==> src/rtl/mux_sel_arbiter_pkg.sv <==
// ============================================================================
// Module      : mux_arb_pkg
// Description : Shared types and constants for the 4-channel mux-select
//               arbiter.
// Revision    : 1.0 - initial release
// ============================================================================
`default_nettype none

package mux_arb_pkg;

    localparam int NUM_CH      = 4;
    localparam int TIMEOUT_DEF = 8;

    typedef enum logic [0:0] {
        IDLE  = 1'b0,
        GRANT = 1'b1
    } state_t;

    function automatic logic [NUM_CH-1:0] idx_to_onehot(input logic [1:0] idx);
        logic [NUM_CH-1:0] v;
        v      = '0;
        v[idx] = 1'b1;
        return v;
    endfunction

endpackage

`default_nettype wire

==> src/rtl/mux_sel_arbiter_if.sv <==
// ============================================================================
// Module      : mux_sel_arbiter_if
// Description : Request/grant and mux-select bundle between requesters and
//               the arbiter.
// Revision    : 1.0 - initial release
// ============================================================================
`default_nettype none

interface mux_sel_arbiter_if;
    import mux_arb_pkg::*;

    logic [NUM_CH-1:0] req;
    logic              done;
    logic [NUM_CH-1:0] gnt;
    logic              S0;
    logic              S1;
    logic              busy;
    logic              tmo;

    modport master (
        output req, done,
        input  gnt, S0, S1, busy, tmo
    );

    modport slave (
        input  req, done,
        output gnt, S0, S1, busy, tmo
    );

endinterface

`default_nettype wire

==> src/rtl/mux_sel_arbiter_rr_pick4.sv <==
// ============================================================================
// Module      : rr_pick4
// Description : Combinational rotating-priority picker; first set request
//               searching upward from ptr, modulo 4.
// Revision    : 1.0 - initial release
// ============================================================================
`default_nettype none

module rr_pick4
    import mux_arb_pkg::*;
(
    input  wire logic [NUM_CH-1:0] req,
    input  wire logic [1:0]        ptr,
    output logic      [1:0]        index,
    output logic                   any
);

    logic [1:0] cand;

    // Walk from the farthest offset back to ptr so the nearest hit wins.
    always_comb begin
        index = 2'd0;
        any   = |req;
        cand  = ptr;
        for (int i = NUM_CH - 1; i >= 0; i--) begin
            cand = ptr + 2'(i);
            if (req[cand]) begin
                index = cand;
            end
        end
    end

endmodule

`default_nettype wire

==> src/rtl/mux_sel_arbiter.sv <==
// ============================================================================
// Module      : mux_sel_arbiter
// Description : Two-state round-robin arbiter driving the select lines of a
//               4:1 mux, with done/drop/timeout grant termination.
// Revision    : 1.0 - initial release
// ============================================================================
`default_nettype none

module mux_sel_arbiter
    import mux_arb_pkg::*;
#(
    parameter int TIMEOUT = TIMEOUT_DEF
)(
    input  wire logic         clk,
    input  wire logic         rst_n,
    mux_sel_arbiter_if.slave  bus
);

    localparam logic [3:0] CNT_LAST = 4'(TIMEOUT - 1);

    state_t            state_q, state_d;
    logic [1:0]        ptr_q, ptr_d;
    logic [3:0]        cnt_q, cnt_d;
    logic [NUM_CH-1:0] gnt_q, gnt_d;
    logic [1:0]        sel_q, sel_d;
    logic              busy_q, busy_d;
    logic              tmo_q, tmo_d;

    logic [1:0]        pick_idx;
    logic              pick_any;
    logic              req_held;
    logic              at_limit;
    logic              grant_exit;
    logic              exit_by_tmo;

    rr_pick4 u_pick (
        .req   (bus.req),
        .ptr   (ptr_q),
        .index (pick_idx),
        .any   (pick_any)
    );

    assign req_held    = bus.req[sel_q];
    assign at_limit    = (cnt_q == CNT_LAST);
    assign grant_exit  = (state_q == GRANT) && (bus.done || !req_held || at_limit);
    // Timeout pulse only when neither done nor a dropped request also ended it.
    assign exit_by_tmo = (state_q == GRANT) && at_limit && !bus.done && req_held;

    always_ff @(posedge clk or negedge rst_n) begin
        if (!rst_n) begin
            state_q <= IDLE;
            ptr_q   <= 2'd0;
            cnt_q   <= 4'd0;
            gnt_q   <= '0;
            sel_q   <= 2'd0;
            busy_q  <= 1'b0;
            tmo_q   <= 1'b0;
        end else begin
            state_q <= state_d;
            ptr_q   <= ptr_d;
            cnt_q   <= cnt_d;
            gnt_q   <= gnt_d;
            sel_q   <= sel_d;
            busy_q  <= busy_d;
            tmo_q   <= tmo_d;
        end
    end

    always_comb begin
        state_d = state_q;
        ptr_d   = ptr_q;
        cnt_d   = cnt_q;
        case (state_q)
            IDLE: begin
                if (pick_any) begin
                    state_d = GRANT;
                    ptr_d   = pick_idx + 2'd1;
                    cnt_d   = 4'd0;
                end
            end
            GRANT: begin
                if (grant_exit) begin
                    state_d = IDLE;
                end else begin
                    cnt_d = cnt_q + 4'd1;
                end
            end
            default: state_d = IDLE;
        endcase
    end

    always_comb begin
        gnt_d  = gnt_q;
        sel_d  = sel_q;
        busy_d = busy_q;
        tmo_d  = 1'b0;
        case (state_q)
            IDLE: begin
                if (pick_any) begin
                    gnt_d  = idx_to_onehot(pick_idx);
                    sel_d  = pick_idx;
                    busy_d = 1'b1;
                end else begin
                    gnt_d  = '0;
                    busy_d = 1'b0;
                end
            end
            GRANT: begin
                if (grant_exit) begin
                    gnt_d  = '0;
                    busy_d = 1'b0;
                    tmo_d  = exit_by_tmo;
                end
            end
            default: begin
                gnt_d  = '0;
                busy_d = 1'b0;
            end
        endcase
    end

    assign bus.gnt  = gnt_q;
    assign bus.S0   = sel_q[1];
    assign bus.S1   = sel_q[0];
    assign bus.busy = busy_q;
    assign bus.tmo  = tmo_q;

endmodule

`default_nettype wire

==> src/flat_wrapper.sv <==
// flat-port wrapper written by rule: the top's interface ports become plain ports
module mux_sel_arbiter_flat import mux_arb_pkg::*;
#(
    parameter int TIMEOUT = TIMEOUT_DEF
)
  (clk, rst_n, bus_req, bus_done, bus_gnt, bus_S0, bus_S1, bus_busy, bus_tmo);
  mux_sel_arbiter_if bus_i ();
  input  wire logic clk;
  input  wire logic rst_n;
  input wire logic [$bits(bus_i.req)-1:0] bus_req;
  input wire logic [$bits(bus_i.done)-1:0] bus_done;
  output wire logic [$bits(bus_i.gnt)-1:0] bus_gnt;
  output wire logic [$bits(bus_i.S0)-1:0] bus_S0;
  output wire logic [$bits(bus_i.S1)-1:0] bus_S1;
  output wire logic [$bits(bus_i.busy)-1:0] bus_busy;
  output wire logic [$bits(bus_i.tmo)-1:0] bus_tmo;
  assign bus_i.req = bus_req;
  assign bus_i.done = bus_done;
  assign bus_gnt = bus_i.gnt;
  assign bus_S0 = bus_i.S0;
  assign bus_S1 = bus_i.S1;
  assign bus_busy = bus_i.busy;
  assign bus_tmo = bus_i.tmo;
  mux_sel_arbiter #(.TIMEOUT(TIMEOUT)) u_core (.clk(clk), .rst_n(rst_n), .bus(bus_i));
endmodule
==> config.mk <==
export PLATFORM = sky130hd
export DESIGN_NAME = mux_sel_arbiter_flat
export DESIGN_NICKNAME = d
export VERILOG_FILES = /design/src/rtl/mux_sel_arbiter_pkg.sv /design/src/rtl/mux_sel_arbiter_if.sv /design/src/rtl/mux_sel_arbiter_rr_pick4.sv /design/src/rtl/mux_sel_arbiter.sv /design/src/flat_wrapper.sv
export SDC_FILE = /design/constraint.sdc
export NUM_CORES = 1
export LEC_CHECK = 0
export CORE_MARGIN = 4
export CORE_UTILIZATION = 49
export DETAILED_ROUTE_END_ITERATION = 12
export PLACE_DENSITY_LB_ADDON = 0.12
export REMOVE_ABC_BUFFERS = 1
export SLEW_MARGIN = 30
export SYNTH_ARGS = -nofsm -noshare
export SYNTH_HDL_FRONTEND = slang
export SYNTH_HIERARCHICAL = 1
export SYNTH_SLANG_ARGS = --single-unit
==> constraint.sdc <==
create_clock -name clk -period 1.6 [get_ports clk]
set_input_delay 0.24 -clock clk [delete_from_list [all_inputs] [get_ports clk]]
set_output_delay 0.24 -clock clk [all_outputs]
set_load 0.005 [all_outputs]
-- Yosys cells after proc, flatten, opt, wreduce, memory -nomap -nowiden
Index checks and enable logic that the tools add are counted.
- reductions and logical operators: 12
- add/sub/neg operators: 5
- eq/ne operators: 4
- multiplexer cells: 29
- bitwise gates (word level): 1
- order comparisons: 7
- operators with widths (kind ; count):
    $lt 2x3->1 const B ; 6
    $mux 4 ; 4
    $pmux 4 s2 ; 2
    $mux 1 ; 11
    $bmux 1 s2 ; 5
    $mux 2 ; 4
    $logic_and 1x1->1 ; 5
    $add 2x1->2 const B ; 2
    $add 2x2->2 const B ; 2
    $add 4x1->4 const B ; 1
    $eq 4x3->1 const B ; 1
    $ne 2x2->1 const B ; 2
    $pmux 1 s2 ; 2
    $reduce_and 2->1 ; 2
    $reduce_or 4->1 ; 1
    $demux 1 s2 ; 1
    $ge 2x1->1 const B ; 1
    $logic_not 1->1 ; 2
    $logic_or 1x1->1 ; 2
    $ne 2x1->1 const B ; 1
    $not 1->1 ; 1
- register bits: 15
- bits of input ports: 7
- output and inout port bits: 8
- logic and storage cells: 65

-- Depth between registers and ports, before layout
Gate-level depths: netlist (run 1).
- depth after elaboration: 13
- mapped depth: 7
- depth with buffers taken out: 7

-- Hierarchy
Netlist (run 1), hierarchy kept.
- modules (own cells, without submodules) (module ; cells an instance ; instances ; area each (um^2) ; seq. area each (um^2)):
    mux_sel_arbiter ; 63 ; 1 ; 713.2 ; 375.4
    rr_pick4 ; 13 ; 1 ; 77.6 ; 0.0

-- Worst setup path before layout (run 1)
OpenSTA, ideal clock, no wires.
- path kind: register -> register
- start point: register u_core.sel_q[0]
- end point: register u_core.cnt_q[0]
- required time: 1.521 ns
- data arrival time: 1.399 ns
- library setup time: 0.079 ns
- period minus slack after synthesis: 1.479 ns
- slack: 0.121 ns
- stages on the path, launching flop included: 6
- cells stage by stage: dfrtp_1 > or3b_1 > o22ai_2 > and2_1 > buf_6 > mux2i_1
- word-level cells in the longest chain between the ends: 8
- ends and longest elaborated chain (item ; RTL line ; RTL):
    start, declared ; mux_sel_arbiter.sv:25 ; logic [1:0] sel_q, sel_d;
    start signal, assigned ; mux_sel_arbiter.sv:63 ; sel_q <= sel_d;
    $bmux 1 s2 ; mux_sel_arbiter.sv:43 ; assign req_held = bus.req[sel_q];
    $mux 1 (implied by the code) ; mux_sel_arbiter.sv:43 ;
    $logic_not 1->1 ; mux_sel_arbiter.sv:45 ; assign grant_exit = (state_q == GRANT) && (bus.done || !req_held || at_limit);
    $logic_or 1x1->1 (2 in series) ; mux_sel_arbiter.sv:45 ;
    $logic_and 1x1->1 ; mux_sel_arbiter.sv:45 ;
    $ne 2x2->1 (no source line) ; n/a ;
    $reduce_and 2->1 (no source line) ; n/a ;
    end signal, assigned ; mux_sel_arbiter.sv:61 ; cnt_q <= cnt_d;
    end, declared ; mux_sel_arbiter.sv:23 ; logic [3:0] cnt_q, cnt_d;
No other way between the ends. The select of a mux whose other input is x is not followed.
A chain may end at the register's enable or synchronous reset.

-- Final worst setup path (run 1)
- start point: register u_core.ptr_q[0]
- end point: register u_core.gnt_q[3], in the netlist u_core/bus.gnt[3]
- word-level cells in the longest chain between the ends: 13
- elaborated cells between the ends (all ways): 22
- those cells by class: add/sub (3); order compare (2); mux (16); reduce/logical (1)
- ends and longest elaborated chain (item ; RTL line ; RTL):
    start, declared ; mux_sel_arbiter.sv:22 ; logic [1:0] ptr_q, ptr_d;
    start signal, assigned ; mux_sel_arbiter.sv:60 ; ptr_q <= ptr_d;
    $add 2x2->2 ; mux_sel_arbiter_rr_pick4.sv:26 ; cand = ptr + 2'(i);
    $bmux 1 s2 ; mux_sel_arbiter_rr_pick4.sv:27 ; if (req[cand]) begin
    $mux 1 (implied by the code) ; mux_sel_arbiter_rr_pick4.sv:27 ;
    $mux 2 (3 in series) ; mux_sel_arbiter_rr_pick4.sv:27 ;
    $mux 2 (*) ; mux_sel_arbiter_rr_pick4.sv:27 ;
    named net u_core.pick_idx[1] ; mux_sel_arbiter.sv:29 ; logic [1:0] pick_idx;
    $lt 2x3->1 (implied by the code) or $ge 2x1->1 (tied branches) ; mux_sel_arbiter_pkg.sv:22 ; v[idx] = 1'b1;
    $logic_and 1x1->1 (implied by the code) ; mux_sel_arbiter_pkg.sv:22 ;
    $mux 1 (implied by the code) ; mux_sel_arbiter_pkg.sv:22 ;
    $demux 1 s2 (*) ; n/a ;
    $mux 4 (*) ; mux_sel_arbiter.sv:99 ; if (pick_any) begin
    $pmux 4 s2 (*) ; mux_sel_arbiter.sv:97 ; case (state_q)
    end signal, assigned ; mux_sel_arbiter.sv:62 ; gnt_q <= gnt_d;
    end, declared ; mux_sel_arbiter.sv:24 ; logic [NUM_CH-1:0] gnt_q, gnt_d;
The timed path passes the listed nets; every way through them passes the cells marked *. The select of a mux whose other input is x is not followed.

==> out/metrics.cfg, run 1 <==
[status]
status=finished clean

[timing]
min_period_over_period_pct=95.5
period_minus_slack_ps=1530
rsz0062_at_grt=false
fin_skew_ps=6.20
timing_max_transition_violations_final=0
worst_slew_pin_slew_ps=432
hold_viol_final=0
fmax_mhz=655
tns_ps=0
relSlewSlack_pct=71.2
setup_viol=0

[final_layout]
final_core_util_pct=68.8
drive_above_1_share_pct=21.8
area_growth_pct=32.6
antenna_cells=0
fin_nets=114

[worst_setup_path]
reg2reg_from=u_core/ptr_q[0]
cp_num_buf_inv=1
crit_family=compound AO/OA/AOI/OAI gates
endpoint_kind=register
cp.required_ps=1770
worst-endpoint-arrival_ps=1690
rr_worst_depth=6
cp_max_fo=5
crit_path_start_kind=register
r2r_setup_slack_ps=70
slowest_delay_ps=420
cpMaxStageDelayCell=dfrtp_1
path_cells=nor3b_2, a211oi_2, nor2_2, buf_4, ha_1, a22o_1
crit_type=register to register
reg2reg_to=u_core/bus.gnt[3]

[power_and_ir_drop]
power_frac_clock_pct=13.0
vdd.ir_drop.worst_uv=916
power.switching_mw=0.561
p_leak_nw=0.496
fin_total_pwr_mw=1.62
switching_share_pct=34.7
power_density_nw_per_um2=1540
p_int_mw=1.06
power.share.combinational_pct=48.3
seqPwrFrac_pct=38.6

[min_path]
hold_class=input pin to async pin

[synthesis]
ys_ff_latch=15
synthCells=76
synth_cell_types=24
syn_area_per_cell_um2=10.4
yosys_warnings=6
ys_seq_area_share_pct=47.5
netlist_area_um2=791

[clocking]
path_clk_slew_ps=90
max-clock-path-buffers=2
cts.sinks=15
ctsHtreeMaxLevel=1
tritoncts=yes
cts-root-buf=clkbuf_4
numCtsBuffers=3
insertion_delay_ps=280

[floorplanning]
die_w_um=48.2
ioPinCount=15
start_util_pct=51.9
std_cell_rows=14
die-area_um2=2320
die_h_um=48.2
core_area_um2=1520

[global_route]
grt_pass1_wl_um=2530
overflow=0
track_usage_pct=16.1
grt_pass1_vias=565
grt_max_degree=16
antenna_found_initial=0

[placement]
hpwlAfterDp_um=1160
gp_congestion=0.768
port_buffers=14

[job]
cap_violations=0

[routing]
drt-total-wl_um=1530
drtIter0Drc=16
route.detailed.drc=0
wl_per_cell_um=13.1
via_count=617
dr.pass1.iters=4
postRouteAntennaNets=0
viasPerCell=5.27

[layout make-up]
cell class	count	area, µm²
Fill cell	123	475
Multi-Input combinational cell	57	407
Sequential cell	15	377
Timing Repair Buffer	23	210
Clock buffer	3	22.5
Tap cell	16	20.0
Inverter	2	7.51
Clock inverter	1	5.00
[cell usage after synthesis, drive strengths merged]
cell type	number	area, µm²
a211oi	2	20.0
or2	2	12.5
and2	1	6.26
nor2	4	15.0
o21ai	4	20.0
nor2b	2	12.5
a21oi	2	10.0
nor3b	1	7.51
nand2	12	45.0
nand3b	5	37.5
a21o	1	7.51
mux2i	5	50.1
clkbuf	1	3.75
a22o	4	35.0
dfrtp	15	375
nand3	1	5.00
nand2b	3	18.8
inv	2	7.51
ha	5	62.6
buf	1	11.3
or3b	1	8.76
nand4	1	6.26
o22ai	1	12.5
[sequential cells by signal, summed over array words and instances (netlist names)]
signal and count:
u_core/bus.gnt 4, u_core/ptr_q 2, u_core/state_q 1, u_core/bus.tmo 1, u_core/cnt_q 4, u_core/sel_q 2, u_core/bus.busy 1
[worst register-to-register path: cells and delay by family (launching register included)]
family	cells	cell delay [ps]
and+or+nand+nor	2	250
AOI/OAI and AO/OA	2	440
adders and majority gates	1	170
DFF	1	420
buffers and inverters	1	140
[cells by family after synthesis]
| group | count (synthesis) | share of synthesized area (%) |
|---|---|---|
| flops | 15 | 47.5 |
| simple gates | 33 | 22.2 |
| fa+ha+maj | 5 | 7.91 |
| mux | 5 | 6.33 |
| buf+inv | 4 | 2.85 |
| compound gates | 14 | 13.3 |
[layer usage]
metal	up-vias	share of wire, %	GRT usage, %
met5	-	0	0
met4	0	1.2	9.68
met3	2	5.0	3.32
met2	14	46	24.2
met1	286	47	21.2
li1	315	-	-
[power groups by stage]
stage | registers [mW] | clock network (mW) | logic [mW]
global route | 0.656 | 0.245 | 0.870
finish | 0.625 | 0.211 | 0.782
floorplan | 0.625 | 0 | 0.362
CTS | 0.621 | 0.223 | 0.753
global placement | 0.628 | 0 | 0.696
detailed placement | 0.634 | 0 | 0.706
[timing repair]
item,CTS,global route
buffers inserted,2,1
gates resized for setup,2,5
hold endpoints to repair,0,0
setup endpoints to repair,3,7
hold buffers,0,0
pin swaps,1,3
[how the worst max path moves through the flow]
| stage | start | to | slack [ps] | depth (start not counted) |
|---|---|---|---|---|
| floorplan | u_core/sel_q[0] | u_core/cnt_q[0] | 100 | 4 |
| global placement | bus_req[1] | u_core/bus.gnt[0] | -220 | 7 |
| detailed placement | bus_req[1] | u_core/bus.gnt[0] | -320 | 7 |
| CTS | u_core/ptr_q[1] | u_core/bus.gnt[0] | 10 | 6 |
| global route | u_core/ptr_q[1] | u_core/bus.gnt[2] | 8 | 6 |
| finish | u_core/ptr_q[0] | u_core/bus.gnt[3] | 70 | 6 |
[placed cells by master, fill, tap and decap left out, types with 2 or more instances in the layout]
cell type,instances
nand2b_1,3
inv_1,2
buf_4,8
clkdlybuf4s50_1,13
a22o_1,4
clkbuf_4,3
a211oi_2,2
nor2_1,3
mux2i_1,5
or2_2,2
nand3b_1,5
o21ai_0,4
a21oi_1,2
nand2_1,12
ha_1,5
dfrtp_1,14
nor2b_1,2
[per-stage QoR]
stage	cells	setup WS (ps)	hold slack [ps]	instance area [µm²]
5_1_grt	117	8.34	265	1050
4_1_cts	116	14.7	256	1030
3_5_place_dp	110	-317	477	981
3_3_place_gp	110	-222	463	981
6_report	117	72.2	262	1050
2_1_floorplan	74	95.7	-55.6	776
(Power assumes the default switching activity.)
==> inputs of run 2 (changes only) <==
--- a/config.mk
+++ b/config.mk
@@ -6,7 +6,8 @@
 export NUM_CORES = 1
 export LEC_CHECK = 0
 export CORE_MARGIN = 4
-export CORE_UTILIZATION = 49
+export CORE_UTILIZATION = 52
+export CTS_BUF_LIST = sky130_fd_sc_hd__clkbuf_4
 export DETAILED_ROUTE_END_ITERATION = 12
 export PLACE_DENSITY_LB_ADDON = 0.12
 export REMOVE_ABC_BUFFERS = 1
==> out/metrics.cfg, run 2 (synthesis gave the netlist of run 1 again) <==
[clocking]
ctsHtreeMaxLevel=1  ; unchanged
cts-root-buf=clkbuf_4  ; unchanged
cts_hold_buf=0  ; unchanged
numCtsBuffers=3  ; unchanged
max-clock-path-buffers=2  ; unchanged
cts.sinks=15  ; unchanged
tritoncts=yes  ; unchanged
path_clk_slew_ps=100  ; was 90 ps
insertion_delay_ps=290  ; was 280 ps

[floorplanning]
start_util_pct=57.9  ; was 51.9%
ioPinCount=15  ; unchanged
core_area_um2=1370  ; was 1520 µm²
die_h_um=47.0  ; was 48.2 µm
die-area_um2=2210  ; was 2320 µm²
std_cell_rows=13  ; was 14
die_w_um=47.0  ; was 48.2 µm

[final_layout]
final_common_cell=dfrtp_1  ; unchanged
layout.cells.non_filler=115  ; was 117
drive_above_1_share_pct=19.0  ; was 21.8%
final_core_util_pct=75.5  ; was 68.8%
antenna_cells=0  ; unchanged
fin_area_um2=1030  ; was 1050 µm²
layout_common_cells=14 x dfrtp_1, 13 x clkdlybuf4s50_1, 12 x nand2_1  ; unchanged
area_growth_pct=30.5  ; was 32.6%
fin_nets=113  ; was 114

[timing]
period_minus_slack_ps=1560  ; was 1530 ps
fin_skew_ps=5.74  ; was 6.20 ps
timing_max_transition_violations_final=0  ; unchanged
min_period_over_period_pct=97.4  ; was 95.5%
fmax_mhz=642  ; was 655 MHz
relSlewSlack_pct=68.5  ; was 71.2%
hold_viol_final=0  ; unchanged
rsz0062_at_grt=true  ; was false
worst_slew_pin_slew_ps=472  ; was 432 ps
setup_viol=0  ; unchanged
setup_ws_ps=41.5  ; was 72.2 ps

[global_route]
grt_max_degree=16  ; unchanged
track_usage_pct=17.4  ; was 16.1%
grt_pass1_vias=618  ; was 565
overflow=0  ; unchanged
antenna_found_initial=0  ; unchanged
grt_pass1_wl_um=2650  ; was 2530 µm

[worst_setup_path]
cp.depth=6  ; unchanged
rr_worst_depth=6  ; unchanged
cp_num_buf_inv=1  ; unchanged
cp_max_fo=5  ; unchanged
cp.required_ps=1770  ; about the same
slowest_delay_ps=430  ; was 420 ps
endpoint_kind=register  ; unchanged
path_cells=nor3b_2, a211oi_1, nor2_1, buf_4, ha_1, a22o_1  ; was nor3b_2, a211oi_2, nor2_2, buf_4, ha_1, a22o_1
r2r_setup_slack_ps=40  ; was 70 ps
crit_path_start_kind=register  ; unchanged
worst-endpoint-arrival_ps=1730  ; was 1690 ps
crit_family=flip-flops  ; was compound AO/OA/AOI/OAI gates
crit_type=register to register  ; unchanged
cpMaxStageDelayCell=dfrtp_1  ; unchanged

[routing]
wl_per_cell_um=14.5  ; was 13.1 µm
dr.pass1.iters=4  ; unchanged
drt-total-wl_um=1670  ; was 1530 µm
route.detailed.drc=0  ; unchanged
postRouteAntennaNets=0  ; unchanged
viasPerCell=5.44  ; was 5.27
via_count=626  ; was 617
drtIter0Drc=18  ; was 16

[power_and_ir_drop]
power_density_nw_per_um2=1560  ; was 1540 nW/µm²
p_leak_nw=0.496  ; about the same
fin_total_pwr_mw=1.62  ; about the same
vdd.ir_drop.worst_uv=925  ; was 916 µV

[placement]
place_inst=110  ; unchanged
gp_congestion=0.804  ; was 0.768
place_area_um2=987  ; was 981 µm²
hpwlAfterDp_um=1160  ; about the same
port_buffers=14  ; unchanged
pre_cts_ws_ps=-222  ; was -317 ps

[status]
status=finished clean  ; unchanged

[job]
cap_violations=0  ; unchanged

[min_path]
hold_class=input pin to async pin  ; unchanged

[run 2: stage by stage]
step	hold slack, ps	setup TNS [ps]
detailed placement	488	-1670
finish	253	0
floorplan	-55.6	0
CTS	250	0
global placement	466	-1470
global route	255	-55.5
[run 2: power by group]
group | internal, mW | switching [mW] | total (mW)
registers | 0.515 | 0.119 | 0.634
logic | 0.428 | 0.332 | 0.760
clock network | 0.0928 | 0.129 | 0.221
[run 2: area by class of cell]
type	instances	area, µm²
clock buffers	3	22.5
clock inverters	1	5.00
fillers	101	334
inverters	2	7.51
multi-input cells	57	399
flip-flops and latches	15	377
well taps	15	18.8
repair buffers	22	203
[run 2: worst paths after layout]
path / endpoint / startpoint
max reg2reg: u_core/bus.gnt[3] / u_core/ptr_q[0]
max in group asynchronous: u_core/ptr_q[1] / rst_n
min: u_core/bus.gnt[0] / rst_n
min in group clk: u_core/bus.busy / u_core/bus.busy
max: u_core/bus.gnt[3] / u_core/ptr_q[0]
min reg2reg: u_core/bus.busy / u_core/bus.busy
[run 2: layer usage]
metal / vias to the layer above / part of all wire [%] / GRT usage [%] / wire, µm
li1: 310 / - / - / -
met1: 290 / 46 / 22.0 / 775
met2: 24 / 45 / 27.6 / 755
met3: 2 / 7.6 / 3.45 / 127
met4: 0 / 0.72 / 9.94 / 12
met5: - / 0 / 0 / 0
[run 2: timing repair]
action	CTS	global route
resized for setup	0	4
endpoints found under the setup margin	0	5
setup buffers	0	1
==> inputs of run 3 (changes only) <==
--- a/config.mk
+++ b/config.mk
@@ -9,7 +9,7 @@
 export CORE_UTILIZATION = 52
 export CTS_BUF_LIST = sky130_fd_sc_hd__clkbuf_4
 export DETAILED_ROUTE_END_ITERATION = 12
-export PLACE_DENSITY_LB_ADDON = 0.12
+export PLACE_DENSITY = 0.8
 export REMOVE_ABC_BUFFERS = 1
 export SLEW_MARGIN = 30
 export SYNTH_ARGS = -nofsm -noshare
==> out/metrics.cfg, run 3 (synthesis gave the netlist of run 1 again) <==
[status]
status=finished clean  ; unchanged

[final_layout]
antenna_cells=0  ; unchanged
fin_nets=112  ; was 113
fin_area_um2=1040  ; was 1030 µm²
layout.cells.non_filler=114  ; was 115
layout_common_cells=14 x dfrtp_1, 13 x clkdlybuf4s50_1, 12 x nand2_1  ; unchanged
area_growth_pct=31.3  ; was 30.5%
final_core_util_pct=76.0  ; was 75.5%
final_common_cell=dfrtp_1  ; unchanged
drive_above_1_share_pct=21.2  ; was 19.0%

[clocking]
max-clock-path-buffers=2  ; unchanged
cts-root-buf=clkbuf_4  ; unchanged
insertion_delay_ps=270  ; was 290 ps
tritoncts=yes  ; unchanged
path_clk_slew_ps=80  ; was 100 ps
ctsHtreeMaxLevel=1  ; unchanged
cts.sinks=15  ; unchanged
numCtsBuffers=3  ; unchanged

[timing]
fmax_mhz=631  ; was 642 MHz
min_period_over_period_pct=99.1  ; was 97.4%
fin_skew_ps=2.35  ; was 5.74 ps
hold_viol_final=0  ; unchanged
relSlewSlack_pct=70.3  ; was 68.5%
worst_slew_pin_slew_ps=444  ; was 472 ps
period_minus_slack_ps=1590  ; was 1560 ps
fin_hold_ws_ps=265  ; was 253 ps
rsz0062_at_grt=true  ; unchanged
setup_viol=0  ; unchanged
timing_max_transition_violations_final=0  ; unchanged

[global_route]
antenna_found_initial=0  ; unchanged
grt_max_degree=16  ; unchanged
grt_pass1_wl_um=2530  ; was 2650 µm
grt_pass1_vias=568  ; was 618
track_usage_pct=16.4  ; was 17.4%
overflow=0  ; unchanged

[worst_setup_path]
setup.worst_path.start=bus_req[1]  ; was u_core/ptr_q[0]
rr_worst_depth=6  ; unchanged
r2r_setup_slack_ps=30  ; was 40 ps
crit_path_start_kind=input pin  ; was register
slowest_delay_ps=560  ; was 430 ps
crit_family=buffers and inverters  ; was flip-flops
reg2reg_to=u_core/bus.gnt[3]  ; unchanged
crit_type=input pin to register  ; was register to register
cp-endpoint=u_core/bus.gnt[3]  ; unchanged
path_cells=clkdlybuf4s50_1, nor3b_2, a211oi_2, nor2_2, buf_4, ha_1, a22o_1  ; was nor3b_2, a211oi_1, nor2_1, buf_4, ha_1, a22o_1
cp.depth=7  ; was 6
worst-endpoint-arrival_ps=1750  ; was 1730 ps
cp_max_fo=4  ; was 5
cpMaxStageDelayCell=clkdlybuf4s50_1  ; was dfrtp_1
endpoint_kind=register  ; unchanged
reg2reg_from=u_core/ptr_q[0]  ; unchanged
cp_num_buf_inv=2  ; was 1
cp.required_ps=1760  ; was 1770 ps

[power_and_ir_drop]
vdd.ir_drop.worst_uv=1220  ; was 925 µV
power_density_nw_per_um2=1550  ; was 1560 nW/µm²
p_leak_nw=0.493  ; was 0.496 nW

[min_path]
hold_class=input pin to async pin  ; unchanged

[placement]
port_buffers=14  ; unchanged
hpwlAfterDp_um=1120  ; was 1160 µm
place_area_um2=980  ; was 987 µm²
gp_congestion=0.778  ; was 0.804
place_inst=109  ; was 110

[routing]
route.detailed.drc=0  ; unchanged
drtIter0Drc=7  ; was 18
viasPerCell=5.43  ; was 5.44
dr.pass1.iters=4  ; unchanged
via_count=619  ; was 626
drt-total-wl_um=1580  ; was 1670 µm
postRouteAntennaNets=0  ; unchanged
wl_per_cell_um=13.9  ; was 14.5 µm

[floorplanning]
std_cell_rows=13  ; unchanged
die_w_um=47.0  ; unchanged
ioPinCount=15  ; unchanged
die_h_um=47.0  ; unchanged
die-area_um2=2210  ; unchanged
start_util_pct=57.9  ; unchanged
core_area_um2=1370  ; unchanged

[job]
cap_violations=0  ; unchanged

## run 3: worst min-delay path by stage
stage | start | endpoint | slack [ps] | depth (start not counted)
global placement | u_core/bus.busy | u_core/bus.busy | 470 | 1
CTS | rst_n | u_core/cnt_q[0] | 260 | 2
floorplan | rst_n | u_core/bus.busy | -60 | 0
finish | rst_n | u_core/cnt_q[0] | 270 | 2
global route | rst_n | u_core/bus.gnt[3] | 260 | 2
detailed placement | u_core/bus.busy | u_core/bus.busy | 470 | 1
## run 3: area by class of cell
class	count	area [µm²]
fillers	104	328
multi-input cells	57	410
repair buffers	21	195
flip-flops and latches	15	377
clock buffers	4	30.0
inverters	2	7.51
well taps	15	18.8
## run 3: power breakdown
part           internal, mW  switching (mW)
combinational         0.421           0.329
sequential            0.515           0.114
clock                 0.113           0.111
## run 3: per-layer routing
layer  vias up  track usage (%)  wire (µm)
met5         -                0          0
met4         0             4.97         13
met3         2             5.36         93
met2        12             23.3        683
met1       291             23.6        790
li1        314                -          -
## run 3: what timing repair did
action                                  in CTS  in global routing
endpoints found under the setup margin       0                  5
endpoints found under the hold margin        0                  0
gates resized for setup                      0                  7
setup buffers                                0                  1
hold buffers                                 0                  0
## run 3: stage by stage
| stage | setup WS (ps) | TNS [ps] | power [mW] |
|---|---|---|---|
| floorplan | 95.7 | 0 | 0.987 |
| detailed placement | -231 | -1670 | 1.33 |
| global route | -47.6 | -99.5 | 1.75 |
| global placement | -228 | -1510 | 1.32 |
| CTS | 42.6 | 0 | 1.58 |
| finish | 14.8 | 0 | 1.60 |
## run 3: worst reg2reg max path: cells and delay by family (launching register included)
kind / cells / cell delay (ps)
AO/OA/AOI/OAI: 2 / 460
flip-flops: 1 / 420
AND/OR/NAND/NOR: 2 / 270
adder cells (fa/ha/maj): 1 / 170
buffers and inverters: 1 / 140
